**src/rtl/bram_serial_reader.sv**
```systemverilog
// Walks START_ADDR..END_ADDR (inclusive, wrapping) on an SB_RAM40_4K 256x16 read port and
// shifts every word out MSB first. Define BRAM_READER_PARITY_EN to append an even-parity bit per word.
module bram_serial_reader #(
  parameter int                    ADDR_WIDTH = 8,
  parameter int                    DATA_WIDTH = 16,
  parameter logic [ADDR_WIDTH-1:0] START_ADDR = 8'h00,
  parameter logic [ADDR_WIDTH-1:0] END_ADDR   = 8'hFF,
  parameter int                    BIT_DIVIDE = 4
) (
  input  logic                  CLK,
  input  logic                  RESET_N,
  input  logic                  START,
  output logic                  BUSY,
  output logic                  DONE,
  output logic [ADDR_WIDTH-1:0] RADDR,
  output logic                  RE,
  input  logic [DATA_WIDTH-1:0] RDATA,
  output logic                  SDATA,
  output logic                  BIT_STROBE,
  output logic                  FRAME
);

`ifdef BRAM_READER_PARITY_EN
  localparam int SHIFT_W = DATA_WIDTH + 1;

  function automatic logic even_parity(input logic [DATA_WIDTH-1:0] word);
    return ^word;
  endfunction
`else
  localparam int SHIFT_W = DATA_WIDTH;
`endif

  localparam int SUB_W = $clog2(BIT_DIVIDE + 1);
  localparam int BIT_W = $clog2(SHIFT_W + 1);

  localparam logic [SUB_W-1:0]      SUB_ZERO = SUB_W'(0);
  localparam logic [SUB_W-1:0]      SUB_ONE  = SUB_W'(1);
  localparam logic [SUB_W-1:0]      SUB_LAST = SUB_W'(BIT_DIVIDE - 1);
  localparam logic [BIT_W-1:0]      BIT_ZERO = BIT_W'(0);
  localparam logic [BIT_W-1:0]      BIT_ONE  = BIT_W'(1);
  localparam logic [BIT_W-1:0]      BIT_LAST = BIT_W'(SHIFT_W - 1);
  localparam logic [ADDR_WIDTH-1:0] ADDR_ONE = ADDR_WIDTH'(1);

  typedef enum logic [1:0] {
    ST_IDLE  = 2'd0,
    ST_FETCH = 2'd1,
    ST_WAIT  = 2'd2,
    ST_SHIFT = 2'd3
  } state_t;

  state_t                state_r;
  logic                  launch_r;
  logic                  busy_r;
  logic                  done_r;
  logic [ADDR_WIDTH-1:0] raddr_r;
  logic                  re_r;
  logic                  sdata_r;
  logic                  strobe_r;
  logic                  frame_r;
  logic [SHIFT_W-1:0]    shift_r;
  logic [SUB_W-1:0]      sub_r;
  logic [BIT_W-1:0]      bit_r;

  logic [SHIFT_W-1:0]    shift_load_s;
  logic                  sub_wrap_s;
  logic                  last_bit_s;
  logic                  last_addr_s;

  assign sub_wrap_s  = (sub_r == SUB_LAST);
  assign last_bit_s  = (bit_r == BIT_LAST);
  assign last_addr_s = (raddr_r == END_ADDR);

  // Word image loaded into the shifter when the RAM data becomes valid.
  always_comb begin
    shift_load_s = {SHIFT_W{1'b0}};
`ifdef BRAM_READER_PARITY_EN
    shift_load_s = {RDATA, even_parity(RDATA)};
`else
    shift_load_s = RDATA;
`endif
  end

  // Sequencer: a one-cycle launch after START, then fetch / wait for read latency / shift per word.
  always_ff @(posedge CLK or negedge RESET_N) begin
    if (!RESET_N) begin
      state_r  <= ST_IDLE;
      launch_r <= 1'b0;
      busy_r   <= 1'b0;
      done_r   <= 1'b0;
      raddr_r  <= {ADDR_WIDTH{1'b0}};
      re_r     <= 1'b0;
      sdata_r  <= 1'b0;
      strobe_r <= 1'b0;
      frame_r  <= 1'b0;
      shift_r  <= {SHIFT_W{1'b0}};
      sub_r    <= SUB_ZERO;
      bit_r    <= BIT_ZERO;
    end else begin
      done_r <= 1'b0;
      case (state_r)
        ST_IDLE: begin
          // done_r blocks a START that is still high on the edge right after DONE.
          if (launch_r) begin
            launch_r <= 1'b0;
            raddr_r  <= START_ADDR;
            re_r     <= 1'b1;
            state_r  <= ST_FETCH;
          end else if (START && !done_r) begin
            launch_r <= 1'b1;
            busy_r   <= 1'b1;
          end else begin
            re_r <= 1'b0;
          end
        end
        ST_FETCH: begin
          re_r    <= 1'b0;
          state_r <= ST_WAIT;
        end
        ST_WAIT: begin
          shift_r  <= shift_load_s;
          sdata_r  <= shift_load_s[SHIFT_W-1];
          strobe_r <= 1'b1;
          frame_r  <= 1'b1;
          sub_r    <= SUB_ZERO;
          bit_r    <= BIT_ZERO;
          state_r  <= ST_SHIFT;
        end
        ST_SHIFT: begin
          if (!sub_wrap_s) begin
            sub_r    <= sub_r + SUB_ONE;
            strobe_r <= 1'b0;
          end else if (!last_bit_s) begin
            sub_r    <= SUB_ZERO;
            bit_r    <= bit_r + BIT_ONE;
            shift_r  <= {shift_r[SHIFT_W-2:0], 1'b0};
            sdata_r  <= shift_r[SHIFT_W-2];
            strobe_r <= 1'b1;
          end else begin
            sub_r    <= SUB_ZERO;
            bit_r    <= BIT_ZERO;
            strobe_r <= 1'b0;
            frame_r  <= 1'b0;
            sdata_r  <= 1'b0;
            if (last_addr_s) begin
              done_r  <= 1'b1;
              busy_r  <= 1'b0;
              state_r <= ST_IDLE;
            end else begin
              raddr_r <= raddr_r + ADDR_ONE;
              re_r    <= 1'b1;
              state_r <= ST_FETCH;
            end
          end
        end
        default: begin
          state_r  <= ST_IDLE;
          launch_r <= 1'b0;
          busy_r   <= 1'b0;
          re_r     <= 1'b0;
          sdata_r  <= 1'b0;
          strobe_r <= 1'b0;
          frame_r  <= 1'b0;
        end
      endcase
    end
  end

  assign BUSY       = busy_r;
  assign DONE       = done_r;
  assign RADDR      = raddr_r;
  assign RE         = re_r;
  assign SDATA      = sdata_r;
  assign BIT_STROBE = strobe_r;
  assign FRAME      = frame_r;

endmodule

```
**config.mk**
```make
export PLATFORM = sky130hd
export DESIGN_NAME = bram_serial_reader
export DESIGN_NICKNAME = d
export VERILOG_FILES = /design/src/rtl/bram_serial_reader.sv
export SDC_FILE = /design/constraint.sdc
export NUM_CORES = 1
export LEC_CHECK = 0
export BUFFER_PORTS_ARGS = -buffer_cell sky130_fd_sc_hd__buf_2
export CAP_MARGIN = 20
export CORE_MARGIN = 2
export CORE_UTILIZATION = 35
export CTS_CLUSTER_DIAMETER = 150
export DETAILED_ROUTE_END_ITERATION = 7
export SLEW_MARGIN = 20
export SYNTH_ARGS = -nofsm -noshare
export SYNTH_HDL_FRONTEND = slang
export SYNTH_SLANG_ARGS = --single-unit
```
**constraint.sdc**
```tcl
create_clock -name CLK -period 3.8 [get_ports CLK]
set_input_delay 0.57 -clock CLK [delete_from_list [all_inputs] [get_ports CLK]]
set_output_delay 0.57 -clock CLK [all_outputs]
set_load 0.02 [all_outputs]
```
==> flow_summary_export.csv <==
group,metric,value,unit
grt,grt_max_degree,41,
synthesis,netlist_instances,219,
setup_path,reg2reg_slack,1.61,ns
grt,grt_pass1_wl,7920,µm
routing,wl,4530,µm
run_status,status,"finished, final reports clean",
clocking,postCtsSetupBuffers,0,
grt,antenna_found_initial,0,
setup_path,cp.arrival,2.33,ns
timing,slew_violations,0,
timing,period_share,0.576,
synthesis,ys_ff_latch,40,
synthesis,synthArstFlopShare,1.00,
clocking,cts_root_buf,"clkbuf_8",
placed_design,dp_cells,315,
timing,fmax,0.457,GHz
placed_design,place.gp.congestion,0.799,
synthesis,synth_edf_count,0,
routing,drc,0,
power_and_ir_drop,p_seq_frac,0.597,
final_layout,layout-drive-gt1-share,0.206,
grt,grt.total_usage,0.139,
synthesis,synth_area_per_cell,10.1,µm²
timing,worstMarginPinSlew,0.906,ns
job,maxCapViolations,0,
power_and_ir_drop,power_density,292,mW/mm²
timing,rsz0062_at_grt,"no",
routing,ant_nets,0,
die,num_rows,28,
synthesis,synth_nets,246,
timing,relSlewSlack,0.396,
clocking,holdBufCountCts,0,
timing,setup_viol,0,
clocking,cts_inserted_buffers,5,
clocking,cts_resized,0,
power_and_ir_drop,p_sw,157,µW
die,fp.dieH,83.5,µm
final_layout,final_core_utilization,0.409,
timing,hold_viol,0,
grt,grt_overflow,0,
setup_path,cp_data_required_time,3.94,ns
clocking,h-tree-depth,2,
timing,fin_skew,0.00519,ns
die,initial_core_util,0.367,
placed_design,hpwl,3100,µm
clocking,clk-insertion-delay-late,0.29,ns
min_path,hold_class,"primary input to async pin",
synthesis,yosysWarnings,0,
grt,grt_pass1_vias,1688,
routing,detail_route.first_pass.iterations,4,
clocking,cts_tree,"built",
die,die_x,83.5,µm
die,dieArea,0.00696,mm²
routing,vias,1720,
clocking,cts.path.max_buffers,2,
synthesis,synth_area,0.00221,mm²
clocking,clk_pin_slew_worst_paths,0.08,ns
final_layout,diodes,0,
placed_design,io_buffers,32,
synthesis,synth-seq-area-share,0.453,
setup_path,worst_setup_path_end_kind,"register",
power_and_ir_drop,power.share.clock,0.371,
timing,final.setup.tns,0,ns
setup_path,cp_cell_sequence,"ha_1, or2b_1, o31a_1, o21ai_1",
setup_path,cp_slowest_cell,"o31a_1",
final_layout,final_cell_count_no_fill,322,
setup_path,path_class,"register to register",
timing,min_period,2.19,ns
power_and_ir_drop,pwr-share-comb,0.032,
final_layout,syn2layout_area_growth,11.5,%
power_and_ir_drop,internal_power,562,µW
routing,drt_iter0_markers,172,
setup_path,start_kind,"register",
power_and_ir_drop,power.leakage,0.00117,µW
clocking,clock_sinks,40,
routing,wl_per_cell,14.1,µm
setup_path,critPathMaxStageDelay,0.79,ns
power_and_ir_drop,switching_share,0.219,
power_and_ir_drop,ir_drop,0.122,mV
die,coreArea,0.00603,mm²
setup_path,critical_path_peak_fanout,28,
synthesis,synth_ff_type,"dfrtp_1",
final_layout,nets,274,
routing,viasPerCell,5.34,
die,ios,33,
synthesis,ys_types,50,
==> stage by stage <==
| step | setup slack, ns | area, µm² | power [µW] | hold slack, ns |
|---|---|---|---|---|
| 6_report | 1.61 | 2460 | 720 | 0.395 |
| 5_1_grt | 1.39 | 2460 | 758 | 0.455 |
| 4_1_cts | 1.59 | 2460 | 739 | 0.426 |
| 3_5_place_dp | 1.59 | 2390 | 462 | 0.475 |
| 3_3_place_gp | 1.67 | 2390 | 462 | 0.466 |
| 2_1_floorplan | 2.06 | 2210 | 443 | 0.274 |
==> layer usage <==
metal / GRT usage / up-vias / wire (µm)
met2: 0.218 / 35 / 2130
met4: 0.0484 / 0 / 74
met5: 0 / - / 0
met3: 0.0307 / 7 / 151
li1: - / 857 / -
met1: 0.189 / 821 / 2170
==> worst max-delay path, delay by kind of cell (launching register included) <==
kind                     cells  cell delay [ns]
AND/OR/NAND/NOR              1             0.46
flip-flops                   1             0.40
AO/OA/AOI/OAI                2             0.96
adder cells (fa/ha/maj)      1             0.23
==> registers in the layout, indices dropped and copies added, names as in the netlist <==
name	count
BUSY	1
shift_r	15
SDATA	1
FRAME	1
BIT_STROBE	1
state_r	2
launch_r	1
RADDR	8
sub_r	3
RE	1
bit_r	5
DONE	1
==> cell type report <==
class / count / area (µm²)
flip-flops and latches: 40 / 1000
inverters: 4 / 15.0
repair buffers: 33 / 168
fillers: 610 / 3560
clock buffers: 6 / 72.6
well taps: 75 / 93.8
multi-input cells: 163 / 1110
clock inverters: 1 / 5.00
==> power groups by stage <==
stage / Clock (µW) / Combinational, µW / Sequential [µW]
6_report: 267 / 23.1 / 430
5_1_grt: 301 / 26.8 / 430
3_3_place_gp: 0 / 23.9 / 438
2_1_floorplan: 0 / 4.21 / 439
4_1_cts: 285 / 24.3 / 429
3_5_place_dp: 0 / 24.4 / 438
==> placed cells by master, fill, tap and decap left out, types with 5 or more instances in the layout <==
cell	n
o21ai_1	15
dfrtp_1	40
o21ai_0	12
a21oi_1	5
buf_2	32
nand2_1	29
ha_1	8
nand3_1	10
nor2_1	10
clkbuf_8	5
mux2i_1	18
==> cell families after synthesis <==
| family | after synthesis | synth area share |
|---|---|---|
| simple gates | 77 | 0.185 |
| mux | 20 | 0.0917 |
| xor+xnor | 1 | 0.00396 |
| flops | 40 | 0.453 |
| compound gates | 57 | 0.176 |
| fa+ha+maj | 8 | 0.0453 |
| buf+inv | 16 | 0.0453 |
==> cell usage after synthesis (4+ instances only) <==
library cell / number / area share
nand4_1: 4 / 0.011
mux2i_1: 18 / 0.082
nand2b_1: 4 / 0.011
o21ai_0: 12 / 0.027
nand2_1: 29 / 0.049
a31oi_1: 4 / 0.011
nor3_1: 4 / 0.0091
dfrtp_1: 40 / 0.45
inv_1: 4 / 0.0068
nor2_1: 10 / 0.017
o21ai_1: 15 / 0.034
nand3_1: 10 / 0.023
ha_1: 8 / 0.045
a21oi_1: 5 / 0.011
==> final timing paths <==
| path | from | to | cells after the start |
|---|---|---|---|
| worst min register to register | shift_r[13]$_DFFE_PN0P_ | shift_r[13]$_DFFE_PN0P_ | 2 |
| worst max-delay path | sub_r[0]$_DFFE_PN0P_ | shift_r[8]$_DFFE_PN0P_ | 4 |
| min in group CLK | shift_r[13]$_DFFE_PN0P_ | shift_r[13]$_DFFE_PN0P_ | 2 |
| max in group asynchronous | RESET_N | DONE$_DFF_PN0_ | 1 |
| worst min-delay path | RESET_N | shift_r[10]$_DFFE_PN0P_ | 1 |
| worst max register to register | sub_r[0]$_DFFE_PN0P_ | shift_r[8]$_DFFE_PN0P_ | 4 |
No activity file was read; power rests on OpenSTA's default activity.
